## config.mk

```make
export PLATFORM = sky130hd
export DESIGN_NAME = mmio_uart_tx
export DESIGN_NICKNAME = d
export VERILOG_FILES = /design/src/rtl/uart_pkg.sv /design/src/rtl/sync_fifo.sv /design/src/rtl/mmio_uart_tx.sv
export SDC_FILE = /design/constraint.sdc
export NUM_CORES = 1
export LEC_CHECK = 0
export CORE_UTILIZATION = 54
export CTS_CLUSTER_DIAMETER = 120
export CTS_CLUSTER_SIZE = 28
export DETAILED_ROUTE_END_ITERATION = 8
export PLACE_DENSITY = 0.85
export SLEW_MARGIN = 20
export SYNTH_ARGS = -nofsm -noshare
export SYNTH_HDL_FRONTEND = slang
export SYNTH_HIERARCHICAL = 1
export SYNTH_SLANG_ARGS = --single-unit
```

## constraint.sdc

```tcl
create_clock -name clk -period 11.1 [get_ports clk]
set_input_delay 2.22 -clock clk [delete_from_list [all_inputs] [get_ports clk]]
set_output_delay 2.22 -clock clk [all_outputs]
set_load 0.005 [all_outputs]
```

## src/rtl/uart_pkg.sv

```systemverilog
// Shared types for the memory-mapped UART transmitter.
// Build option UART_PARITY_EN adds the PARITY state to the frame.
package uart_pkg;

`ifdef UART_PARITY_EN
    typedef enum logic [2:0] {IDLE, START, DATA, PARITY, STOP} uart_state_t;
`else
    typedef enum logic [1:0] {IDLE, START, DATA, STOP} uart_state_t;
`endif

    localparam logic [31:0] TXDATA_OFS = 32'h0000_0000;
    localparam logic [31:0] STATUS_OFS = 32'h0000_0004;

    localparam int unsigned STATUS_BUSY_BIT = 0;
    localparam int unsigned STATUS_FULL_BIT = 1;
    localparam int unsigned STATUS_OVF_BIT  = 2;

endpackage

```

## src/rtl/sync_fifo.sv

```systemverilog
// Single-clock FIFO with synchronous active-high reset; dout shows the head entry while not empty.
module sync_fifo #(
    parameter int unsigned WIDTH = 8,
    parameter int unsigned DEPTH = 8
) (
    input  logic             clk,
    input  logic             reset,
    input  logic             push,
    input  logic             pop,
    input  logic [WIDTH-1:0] din,
    output logic [WIDTH-1:0] dout,
    output logic             full,
    output logic             empty
);

    localparam int unsigned AW = (DEPTH > 1) ? $clog2(DEPTH) : 1;

    logic [WIDTH-1:0] mem [DEPTH];
    logic [AW-1:0]    wptr;
    logic [AW-1:0]    rptr;
    logic [AW:0]      count;
    logic             do_push;
    logic             do_pop;

    assign full    = (count == (AW+1)'(DEPTH));
    assign empty   = (count == '0);
    assign do_push = push && !full;
    assign do_pop  = pop && !empty;
    assign dout    = mem[rptr];

    // Pointers wrap naturally because DEPTH is a power of two.
    always_ff @(posedge clk) begin
        if (reset) begin
            wptr  <= '0;
            rptr  <= '0;
            count <= '0;
        end else begin
            if (do_push) begin
                wptr <= wptr + AW'(1);
            end
            if (do_pop) begin
                rptr <= rptr + AW'(1);
            end
            case ({do_push, do_pop})
                2'b10:   count <= count + (AW+1)'(1);
                2'b01:   count <= count - (AW+1)'(1);
                default: ;
            endcase
        end
    end

    always_ff @(posedge clk) begin
        if (do_push) begin
            mem[wptr] <= din;
        end
    end

endmodule

```

## src/rtl/mmio_uart_tx.sv

```systemverilog
// Memory-mapped 8N1 UART transmitter snooping the core's store port (TXDATA at +0, STATUS at +4).
// Defining UART_PARITY_EN inserts an even-parity bit between data and stop.
module mmio_uart_tx
    import uart_pkg::*;
#(
    parameter logic [31:0] BASE_ADDR    = 32'h0000_0100,
    parameter int unsigned CLKS_PER_BIT = 16,
    parameter int unsigned FIFO_DEPTH   = 8
) (
    input  logic        clk,
    input  logic        reset,
    input  logic        MemWrite,
    input  logic [31:0] DataAdr,
    input  logic [31:0] WriteData,
    output logic [31:0] RdData,
    output logic        Hit,
    output logic        tx,
    output logic        busy
);

    localparam int unsigned   TW       = (CLKS_PER_BIT > 2) ? $clog2(CLKS_PER_BIT) : 1;
    localparam logic [TW-1:0] BIT_LAST = TW'(CLKS_PER_BIT - 1);

    uart_state_t   state;
    logic [TW-1:0] bit_timer;
    logic [2:0]    bit_idx;
    logic [7:0]    shift;
    logic          overflow;
`ifdef UART_PARITY_EN
    logic          parity;
`endif

    logic       txdata_sel;
    logic       status_sel;
    logic       bit_done;
    logic       fifo_push;
    logic       fifo_pop;
    logic       fifo_full;
    logic       fifo_empty;
    logic [7:0] fifo_dout;
    logic       unused_wdata;

    assign unused_wdata = ^WriteData[31:8];

    assign txdata_sel = (DataAdr == BASE_ADDR + TXDATA_OFS);
    assign status_sel = (DataAdr == BASE_ADDR + STATUS_OFS);
    assign Hit        = (DataAdr[31:3] == BASE_ADDR[31:3]);
    assign fifo_push  = MemWrite && txdata_sel;
    assign bit_done   = (bit_timer == BIT_LAST);
    // Pop from IDLE, or on the last stop-bit cycle so frames run back to back.
    assign fifo_pop   = !fifo_empty && ((state == IDLE) || ((state == STOP) && bit_done));
    assign busy       = (state != IDLE) || !fifo_empty;

    always_comb begin
        RdData = '0;
        if (status_sel) begin
            RdData[STATUS_BUSY_BIT] = busy;
            RdData[STATUS_FULL_BIT] = fifo_full;
            RdData[STATUS_OVF_BIT]  = overflow;
        end
    end

    sync_fifo #(
        .WIDTH (8),
        .DEPTH (FIFO_DEPTH)
    ) u_fifo (
        .clk   (clk),
        .reset (reset),
        .push  (fifo_push),
        .pop   (fifo_pop),
        .din   (WriteData[7:0]),
        .dout  (fifo_dout),
        .full  (fifo_full),
        .empty (fifo_empty)
    );

    // Fullness is judged before the edge, so a simultaneous pop does not rescue the byte.
    always_ff @(posedge clk) begin
        if (reset) begin
            overflow <= 1'b0;
        end else if (fifo_push && fifo_full) begin
            overflow <= 1'b1;
        end else if (MemWrite && status_sel) begin
            overflow <= 1'b0;
        end
    end

    always_ff @(posedge clk) begin
        if (reset) begin
            state     <= IDLE;
            bit_timer <= '0;
            bit_idx   <= '0;
            shift     <= '0;
            tx        <= 1'b1;
`ifdef UART_PARITY_EN
            parity    <= 1'b0;
`endif
        end else begin
            unique case (state)
                IDLE: begin
                    bit_timer <= '0;
                    tx        <= 1'b1;
                    if (fifo_pop) begin
                        state <= START;
                        shift <= fifo_dout;
                        tx    <= 1'b0;
`ifdef UART_PARITY_EN
                        parity <= ^fifo_dout;
`endif
                    end
                end
                START: begin
                    if (bit_done) begin
                        state     <= DATA;
                        bit_timer <= '0;
                        bit_idx   <= '0;
                        tx        <= shift[0];
                    end else begin
                        bit_timer <= bit_timer + TW'(1);
                    end
                end
                DATA: begin
                    if (bit_done) begin
                        bit_timer <= '0;
                        shift     <= {1'b0, shift[7:1]};
                        if (bit_idx == 3'd7) begin
`ifdef UART_PARITY_EN
                            state <= PARITY;
                            tx    <= parity;
`else
                            state <= STOP;
                            tx    <= 1'b1;
`endif
                        end else begin
                            bit_idx <= bit_idx + 3'd1;
                            tx      <= shift[1];
                        end
                    end else begin
                        bit_timer <= bit_timer + TW'(1);
                    end
                end
`ifdef UART_PARITY_EN
                PARITY: begin
                    if (bit_done) begin
                        state     <= STOP;
                        bit_timer <= '0;
                        tx        <= 1'b1;
                    end else begin
                        bit_timer <= bit_timer + TW'(1);
                    end
                end
`endif
                STOP: begin
                    if (bit_done) begin
                        bit_timer <= '0;
                        if (fifo_pop) begin
                            state <= START;
                            shift <= fifo_dout;
                            tx    <= 1'b0;
`ifdef UART_PARITY_EN
                            parity <= ^fifo_dout;
`endif
                        end else begin
                            state <= IDLE;
                            tx    <= 1'b1;
                        end
                    end else begin
                        bit_timer <= bit_timer + TW'(1);
                    end
                end
                default: begin
                    state     <= IDLE;
                    bit_timer <= '0;
                    tx        <= 1'b1;
                end
            endcase
        end
    end

endmodule

```

# Yosys cells after proc, flatten, opt, wreduce, memory -nomap -nowiden
# Memory sizes are Yosys's and may differ from the RTL's. A register that Yosys moved wholly into a read port is not among the register bits.
# Cells that the tools add are included.
[totals]
ff_bits = 29
mem_bits_rw = 64
out_inout_bits = 35
elab_cells = 87
n_memories = 1
[memory_table]
columns = ["memory", "depth", "width", "read_ports", "rd_ports_with_merged_regs", "write_ports", "line_no", "source"]
rows = [
  ["u_fifo.mem", 8, 8, 1, 1, 1, "sync_fifo.sv:18", "logic [WIDTH-1:0] mem [DEPTH];"],
]
[classes]
n_addsub = 6
n_eq_ne = 17
n_mux = 31
n_reduce_logical = 23
[ops]
columns = ["operator", "n"]
rows = [
  ["== test 32 x 9 -> 1 bit (second input constant)", 2],
  ["== test 29 x 6 -> 1 bit (second input constant)", 1],
  ["2-to-1 mux 8 bit", 3],
  ["one-hot mux 8 bit (3 select lines)", 1],
  ["2-to-1 mux 3 bit", 6],
  ["one-hot mux 4 bit (2 select lines)", 2],
  ["2-to-1 mux 1 bit", 10],
  ["2-to-1 mux 2 bit", 5],
  ["!= test 2 bit (second input constant)", 5],
  ["adder 3 x 1 -> 3 bit (second input constant)", 3],
  ["adder 4 x 1 -> 4 bit (second input constant)", 2],
  ["== test 4 bit (second input constant)", 2],
  ["one-hot mux 2 bit (4 select lines)", 1],
  ["nonzero test 2 bit", 4],
  ["logical AND 1 bit", 7],
  ["== test 2 bit (second input constant)", 3],
  ["one-hot mux 3 bit (2 select lines)", 1],
  ["AND reduction 3 bit", 2],
  ["AND reduction 5 bit", 1],
  ["== test 2 x 1 -> 1 bit (second input constant)", 2],
  ["logical NOT 4 bit", 1],
  ["2-to-1 mux 4 bit", 1],
  ["one-hot mux 1 bit (4 select lines)", 1],
  ["AND reduction 4 bit", 1],
  ["8 further kinds", 10],
]

# Logic depth before layout (Yosys ltp)
# Gate-level depths: netlist of run 1.
[depth]
word_depth = 7
depth_mapped = 12
mapped_depth_nobuf = 12

# By module
# Netlist of run 1, hierarchy kept.
[by_module_without_submodules]
columns = ["module", "n_inst", "cells_per_inst", "area_per_inst_um2", "seq_area_each_um2"]
rows = [
  ["sync_fifo", 1, 167, 3151.8, 2182.1],
  ["mmio_uart_tx", 1, 174, 1420.1, 380.4],
]

# Worst setup path before layout of run 1
# No wires, ideal clock.
[synth_timing]
path_kind = "input-to-output"
from = "in DataAdr[5]"
to = "out RdData[0]"
arrival_ns = 3.697
required_time_ns = 8.880
path_slack_ns = 5.183
path_stages = 4
path_buffers = 0
cell_sequence = "or4_4 -> or4_4 -> nor3_1 -> and3_1"
[synth_via]
elab_chain_cells = 2
[synth_rtl]
columns = ["item", "line_no", "source"]
rows = [
  ["start, declared", "mmio_uart_tx.sv:13", "input logic [31:0] DataAdr,"],
  ["== test 32 x 9 -> 1 bit", "mmio_uart_tx.sv:46", "assign status_sel = (DataAdr == BASE_ADDR + STATUS_OFS);"],
  ["2-to-1 mux 3 bit", "mmio_uart_tx.sv:56", "if (status_sel) begin"],
  ["end, declared", "mmio_uart_tx.sv:15", "output logic [31:0] RdData,"],
]
# Every way passes these cells.

# Final worst setup path of run 1
# Ends and elaborated chain as after synthesis.

==> impl_metrics.yaml, run 1 <==
status:
  status: "finished, final reports clean"
route:
  wl_mm: 8.42
  ant_nets: 0
  met2WireLength_mm: 4.42
  wire_per_inst_um: 16.9
  via_per_inst: 5.72
  routed.top_layer: "met4"
  met1Wirelength_mm: 3.54
  vias: 2855
  drtPass1Iterations: 4
  routed-wl-met3_um: 316
  drc: 0
  drt_iter0_drc: 113
synthesis:
  synth_top_flop_cell: "edfxtp_1"
  syn_inst: 341
  synth-edff-count: 64
  synth_area_leaders: "edfxtp_1 42%, dfxtp_1 14%, buf_4 4.8%"
  synth-async-reset-ratio_pct: 0
  ys_warn_count: 6
  synth_area_mm2: 0.00457
  synth-seq-area-share_pct: 56.0
  netlist.area_leader.share_pct: 42.0
  yosysTopAreaCell: "edfxtp_1"
  synth_seq_cells: 96
  syn_avg_cell_area_um2: 13.4
  synth_cell_types: 57
finish:
  drive_gt1_share_pct: 13.2
  layout.nets: 470
  num_antenna_cells: 0
  final_util_pct: 63.8
  final_area_mm2: 0.00525
  synthToLayoutAreaGrowth_pct: 14.8
timing:
  final_max_slew_viol_count: 0
  max_slew_margin_pct: 31.9
  period_minus_slack_ns: 7.02
  rsz0062_at_grt: "false"
  fmax_mhz: 143
  hold_viol: 0
  tns_ns: 0
  setup_viol: 0
  worst_pin_slew_ns: 1.02
  skew_ns: 0.0138
  fin_crit_sh_pct: 63.2
min_path:
  worstHoldEndpoint: "bit_timer[0]$_SDFF_PP0_"
  hp-class: "register to register"
  min_from: "bit_timer[0]$_SDFF_PP0_"
  worstHoldPathCells: 1
setup_path:
  critPathCaptureType: "output pin"
  ff2ff_path_depth: 8
  reg2reg_from: "u_fifo/count[1]$_SDFFE_PP0P_"
  critical_path_class: "input port to output pin"
  arrival_ns: 4.80
  start_kind: "input port"
  r2r_setup_slack_ns: 7.94
  rr_endpoint: "u_fifo/count[3]$_SDFFE_PP0P_"
  critPathMaxFanout: 5
  cp.required_ns: 8.88
floorplan:
  rows: 33
  die_w_um: 94.0
  io_pins: 102
  core_area_mm2: 0.00822
  fp.dieArea_mm2: 0.00884
  start_util_pct: 55.6
  die_h_um: 94.0
cts:
  cts_tree: "yes"
  cts_resized: 0
  insertion_delay_ns: 0.37
  post_cts_buffers: 0
  hold_buffers: 0
  htreeDepth: 3
  cts_made_buffers: 9
  cts_root_buf: "clkbuf_8"
  clkSinkCount: 96
  cts.path.max_buffers: 2
  path_clk_slew_ns: 0.09
global_route:
  grt-ovfl-total: 0
  gr-usage-all-layers_pct: 20.0
  grt_pass1_vias: 2658
  antenna_found_initial: 0
  grt_first_pass_wirelength_mm: 13.0
  grt_max_degree: 32
placed_design:
  port_buffers: 48
  hpwl_mm: 5.83
  place_congestion: 0.788
  postPlaceCellArea_mm2: 0.00503
power_and_ir_drop:
  ir_drop_mv: 0.121
  power_density_mw_per_mm2: 133
  leakage_nw: 1.83
  finalPower_uw: 698
run:
  max_cap_viol_count: 0
[stage by stage]
stage	hold slack [ns]	std cells	worst slack, ns
6_report	0.469	499	4.08
3_5_place_dp	0.464	483	4.13
4_1_cts	0.478	499	4.12
3_3_place_gp	0.430	483	4.20
2_1_floorplan	0.418	369	5.18
5_1_grt	0.511	499	4.05
[routing by layer]
metal,GRT usage [%],up-vias
li1,-,1339
met1,24.5,1405
met2,34.7,97
met3,3.56,14
met4,8.85,0
met5,0,-
[synthesized netlist by cell type, drive strengths merged (2+ instances only)]
cell    number
a211oi       8
a21oi        7
a221oi       7
a22oi        2
and3         5
buf         37
clkbuf       8
dfxtp       32
edfxtp      64
ha          14
inv         12
mux2        10
mux2i        3
mux4        16
nand2       13
nand2b       3
nand3        5
nand4        4
nor2        20
nor2b        9
nor3        10
nor4         8
nor4b        3
o21ai        8
o41a         2
or3          2
or4          2
or4b         2
xnor2        2
xor2         7
[worst max-delay path, stage by stage]
cell,delay [ns]
clkdlybuf4s50_1,0.42
or4_4,0.54
or4_4,0.49
nor3_1,0.40
and3_1,0.23
clkdlybuf4s50_1,0.50
[layout make-up]
| class | count | area, um2 |
|---|---|---|
| Inverter | 12 | 45.0 |
| Multi-Input combinational cell | 216 | 1770 |
| Fill cell | 600 | 2970 |
| Timing Repair Buffer | 54 | 526 |
| Tap cell | 105 | 131 |
| Sequential cell | 96 | 2560 |
| Clock inverter | 7 | 92.6 |
| Clock buffer | 9 | 124 |
[registers in the layout, indices dropped and copies added, names as in the netlist, named ones only]
| signal | flops |
|---|---|
| state | 2 |
| tx | 1 |
| u_fifo/count | 4 |
| u_fifo/rptr | 3 |
| u_fifo/mem | 64 |
| shift | 8 |
| bit_timer | 4 |
| overflow | 1 |
| bit_idx | 3 |
| u_fifo/wptr | 3 |
[kinds of logic (layout without fill, tap and decap cells)]
logic type      Yosys count  after routing  synth area share (%)
xor+xnor                  9              9                  1.89
simple gates             92             92                  11.9
mux                      29             29                  11.7
compound gates           43             43                  6.87
other cells               1             29                0.0820
buf+inv                  57             82                  7.77
flops                    96             96                  56.0
fa+ha+maj                14             14                  3.83
[power breakdown]
| part | total (mW) | internal, mW | switching, mW |
|---|---|---|---|
| registers | 0.387 | 0.384 | 0.00364 |
| clock network | 0.244 | 0.112 | 0.133 |
| logic | 0.0660 | 0.0344 | 0.0316 |
| total | 0.698 | 0.530 | 0.168 |
[worst max path at each step]
stage	start	endpoint	slack [ns]
after floorplan	DataAdr[5]	RdData[0]	5.18
after global placement	DataAdr[5]	RdData[0]	4.20
after detailed placement	DataAdr[5]	RdData[0]	4.13
after CTS	DataAdr[5]	RdData[0]	4.12
after global routing	DataAdr[5]	RdData[0]	4.05
final	DataAdr[5]	RdData[0]	4.08
[cells in the final DEF, fill, tap and decap left out, types with 2 or more instances in the layout]
cell,Yosys,routed
a211oi_1,8,8
a21oi_1,6,6
a221oi_1,7,7
a22oi_1,2,2
and3_1,5,5
buf_4,29,6
clkbuf_8,0,9
clkdlybuf4s50_1,0,48
conb_1,1,29
dfxtp_1,32,32
edfxtp_1,64,64
ha_1,14,14
inv_1,12,12
inv_8,0,4
mux2_2,10,10
mux2i_1,3,3
mux4_1,8,8
mux4_2,8,8
nand2_1,11,11
nand2b_1,3,3
nand3_1,4,4
nand4_1,4,4
nor2_1,20,20
nor2b_1,9,9
nor3_1,10,10
nor4_1,8,7
nor4b_1,3,3
o21ai_0,7,7
o41a_1,2,2
or3_1,2,2
or4_4,2,2
xnor2_1,2,2
xor2_1,6,6
(Power assumes the default switching activity.)
==> inputs of run 2 (changes only) <==
CORE_UTILIZATION = 51   (was 54)
PLACE_DENSITY = 0.81   (was 0.85)
clock period = 6.5 ns   (was 11.1 ns; I/O delays follow)
==> impl_metrics.yaml, run 2 (synthesized netlist as in run 1, its figures left out) <==
timing:
  skew_ns: 0.0143
  max_slew_margin_pct: 32.6
  tns_ns: 0
  worst_pin_slew_ns: 1.01
  fmax_mhz: 194
  period_minus_slack_ns: 5.17
  final_max_slew_viol_count: 0
  rsz0062_at_grt: "false"
  setup_viol: 0
  hold_viol: 0
  fin_crit_sh_pct: 79.5
cts:
  cts_made_buffers: 9
  cts.path.max_buffers: 2
  clkSinkCount: 96
  htreeDepth: 3
  hold_buffers: 0
  cts_tree: "yes"
  insertion_delay_ns: 0.37
  cts_root_buf: "clkbuf_8"
  path_clk_slew_ns: 0.10
  post_cts_buffers: 0
  cts_resized: 0
global_route:
  grt_first_pass_wirelength_mm: 13.7
  antenna_found_initial: 0
  grt_max_degree: 32
  grt_pass1_vias: 2722
  gr-usage-all-layers_pct: 18.9
  grt-ovfl-total: 0
route:
  drtPass1Iterations: 5
  wire_per_inst_um: 16.8
  wl_mm: 8.44
  drt_iter0_drc: 146
  via_per_inst: 5.60
  ant_nets: 0
  vias: 2812
  drc: 0
min_path:
  min_from: "bit_timer[0]$_SDFF_PP0_"
  worstHoldEndpoint: "bit_timer[0]$_SDFF_PP0_"
  worstHoldPathCells: 1
  hp-class: "register to register"
setup_path:
  critPathCaptureType: "output pin"
  rr_endpoint: "u_fifo/count[3]$_SDFFE_PP0P_"
  ff2ff_path_depth: 10
  critPathMaxFanout: 5
  arrival_ns: 3.87
  cp.required_ns: 5.20
  reg2reg_from: "bit_timer[0]$_SDFF_PP0_"
  r2r_setup_slack_ns: 3.52
  critical_path_class: "input port to output pin"
  start_kind: "input port"
placed_design:
  postPlaceCellArea_mm2: 0.00503
  hpwl_mm: 5.74
  place_congestion: 0.761
  dp.cells: 486
  port_buffers: 48
finish:
  largest_reg_flops: 64
  synthToLayoutAreaGrowth_pct: 14.5
  final_cells: 502
  num_antenna_cells: 0
  largest-register: "u_fifo/mem"
  final_area_mm2: 0.00524
  final_common_cell: "edfxtp_1"
  final_util_pct: 60.0
  layout.nets: 470
  drive_gt1_share_pct: 12.9
  final_cell_mix: "64 x edfxtp_1, 48 x clkdlybuf4s50_1, 32 x dfxtp_1, 29 x conb_1, 20 x nor2_1"
  top_regs: "u_fifo/mem x64, shift x8"
status:
  status: "finished, final reports clean"
floorplan:
  io_pins: 102
  die_h_um: 96.7
  start_util_pct: 52.4
  fp.dieArea_mm2: 0.00935
  core_area_mm2: 0.00872
  rows: 34
  die_w_um: 96.7
power_and_ir_drop:
  power_density_mw_per_mm2: 225
  leakage_nw: 1.82
  ir_drop_mv: 0.158
run:
  max_cap_viol_count: 0
[run 2: cell types whose count changed in the layout (fill, tap and decap cells not counted), sizes merged]
cell	previous run	this run
clkinvlp	0	1
clkinv	1	2
inv	17	15
[run 2: how the worst max path moves through the flow]
stage	end	startpoint	cells past startpoint
5_1_grt	RdData[0]	DataAdr[5]	6
2_1_floorplan	u_fifo/count[3]$_SDFFE_PP0P_	DataAdr[5]	11
3_3_place_gp	RdData[0]	DataAdr[5]	6
6_report	RdData[0]	DataAdr[5]	6
4_1_cts	RdData[0]	DataAdr[5]	6
3_5_place_dp	RdData[0]	DataAdr[5]	6
[run 2: where the power goes]
part           leakage, nW  switching (mW)  total, mW  internal (mW)
clock network        0.101           0.216      0.399          0.183
registers            0.833         0.00667      0.662          0.655
logic                0.886          0.0562      0.115         0.0591
[run 2: through the flow]
stage	setup WS (ns)	hold WS [ns]	power, mW
finish	1.33	0.467	1.18
global route	1.24	0.496	1.22
CTS	1.34	0.475	1.18
detailed placement	1.34	0.460	0.791
global placement	1.43	0.428	0.786
floorplan	2.09	0.418	0.747
[run 2: area by class of cell]
class | instances | area (um2)
Clock buffer | 9 | 124
Tap cell | 108 | 135
Sequential cell | 96 | 2560
Timing Repair Buffer | 54 | 526
Inverter | 12 | 45.0
Multi-Input combinational cell | 216 | 1760
Fill cell | 661 | 3490
Clock inverter | 7 | 78.8
[run 2: layer usage]
metal | wire length, um | GRT usage, % | part of all wire [%] | vias to the layer above
li1 | - | - | - | 1338
met1 | 3690 | 24.7 | 44 | 1382
met2 | 4150 | 30.1 | 49 | 78
met3 | 420 | 4.77 | 5.0 | 14
met4 | 170 | 8.15 | 2.0 | 0
met5 | 0 | 0 | 0 | -
[run 2: critical path, stage by stage]
cell and delay (ns):
clkdlybuf4s50_1 0.40, or4_4 0.54, or4_4 0.50, nor3_1 0.39
and3_1 0.23, clkdlybuf4s50_1 0.51
==> inputs of run 3 (changes only) <==
clock period = 5.35 ns   (was 6.5 ns; I/O delays follow)
==> impl_metrics.yaml, run 3 (synthesized netlist as in run 1, its figures left out) <==
power_and_ir_drop:
  seqPwrFrac_pct: 59.3
  p_int_mw: 1.04
  power_density_mw_per_mm2: 259
  p_switching_uw: 318
  leakage_nw: 1.82
  p_clk_share_pct: 30.3
  ir_drop_mv: 0.231
  combPwrFrac_pct: 10.4
  p_sw_share_pct: 23.5
timing:
  skew_ns: 0.00726
  hold_viol: 0
  max_slew_margin_pct: 31.8
  final_max_slew_viol_count: 0
  fmax_mhz: 213
  fin_crit_sh_pct: 87.8
  rsz0062_at_grt: "false"
  period_minus_slack_ns: 4.70
  setup_viol: 0
  setup_ws_ns: 0.654
  worst_pin_slew_ns: 1.02
  tns_ns: 0
placed_design:
  place_congestion: 0.751
  port_buffers: 48
  hpwl_mm: 5.76
  place_ws_ns: 0.450
setup_path:
  r2r_setup_slack_ns: 2.41
  start_kind: "input port"
  critPathMaxFanout: 5
  crit_path_start: "DataAdr[5]"
  critPathCaptureType: "output pin"
  cp.required_ns: 4.28
  arrival_ns: 3.63
  critical_path_class: "input port to output pin"
  reg2reg_from: "bit_timer[0]$_SDFF_PP0_"
run:
  max_cap_viol_count: 0
finish:
  layout.nets: 473
  seqCellArea_mm2: 0.00256
  final_common_cell: "edfxtp_1"
  final_cell_mix: "64 x edfxtp_1, 48 x clkdlybuf4s50_1, 32 x dfxtp_1, 29 x conb_1, 20 x nor2_1"
  fill_cells: 642
  largest_reg_flops: 64
  multiInputGateArea_mm2: 0.00177
  largest-register: "u_fifo/mem"
  synthToLayoutAreaGrowth_pct: 14.3
  num_antenna_cells: 0
  top_regs: "u_fifo/mem x64, shift x8"
  drive_gt1_share_pct: 13.6
floorplan:
  io_pins: 102
  core_area_mm2: 0.00872
  start_util_pct: 52.4
  fp.dieArea_mm2: 0.00935
  rows: 34
  die_w_um: 96.7
  die_h_um: 96.7
route:
  ant_nets: 0
  drc: 0
  drt_iter0_drc: 112
  wl_mm: 8.23
  drtPass1Iterations: 5
  vias: 2825
  via_per_inst: 5.61
  wire_per_inst_um: 16.3
status:
  status: "finished, final reports clean"
cts:
  cts.path.max_buffers: 2
  cts_tree: "yes"
  htreeDepth: 3
  path_clk_slew_ns: 0.09
  insertion_delay_ns: 0.35
  cts_resized: 0
  clkSinkCount: 96
  hold_buffers: 0
  cts_made_buffers: 9
  post_cts_buffers: 0
  cts_root_buf: "clkbuf_8"
min_path:
  hp-class: "register to register"
  min_from: "bit_timer[0]$_SDFF_PP0_"
global_route:
  gr-usage-all-layers_pct: 18.4
  grt_pass1_vias: 2770
  grt-ovfl-total: 0
  antenna_found_initial: 0
  grt_max_degree: 32
  grt_first_pass_wirelength_mm: 13.3
## run 3: critical path: stages
cell and delay [ns]:
clkdlybuf4s50_1 0.40, or4_4 0.53, or4_4 0.49, nor3_1 0.38, and3_1 0.23, clkdlybuf4s50_1 0.51
## run 3: per-layer routing
metal | GRT usage (%) | wire [um] | up-vias
met2 | 32.9 | 4280 | 102
met1 | 22.1 | 3300 | 1377
met4 | 5.97 | 49 | 0
met3 | 3.90 | 605 | 6
li1 | - | - | 1340
met5 | 0 | 0 | -
## run 3: final timing paths
check,endpoint,cells after the start
worst max-delay path,RdData[0],6
worst min-delay path,bit_timer[0]$_SDFF_PP0_,1
worst max register to register,u_fifo/count[3]$_SDFFE_PP0P_,10
worst min register to register,bit_timer[0]$_SDFF_PP0_,1
## run 3: per-stage QoR
stage	instances	hold slack [ns]	util [%]	area, um2	total power [mW]
after detailed placement	489	0.461	57.9	5050	0.960
final	504	0.468	59.9	5220	1.35
after CTS	504	0.475	59.8	5220	1.37
after floorplan	369	0.418	-	4680	0.907
after global routing	504	0.497	59.9	5220	1.41
after global placement	489	0.431	57.9	5050	0.955
## run 3: power groups by stage
stage	clock (mW)	combinational (mW)	sequential, mW
finish	0.410	0.141	0.803
detailed placement	0	0.140	0.821
CTS	0.423	0.142	0.804
global placement	0	0.135	0.820
floorplan	0	0.0878	0.819
global route	0.451	0.154	0.805
## run 3: area by class of cell
cell class / instances / area share (%)
tap: 108 / 2.59
clock buffer: 9 / 2.37
clock inverter: 6 / 0.838
timing repair buffer: 57 / 10.5
multi-input combinational: 216 / 33.8
sequential: 96 / 49.1
inverter: 12 / 0.862
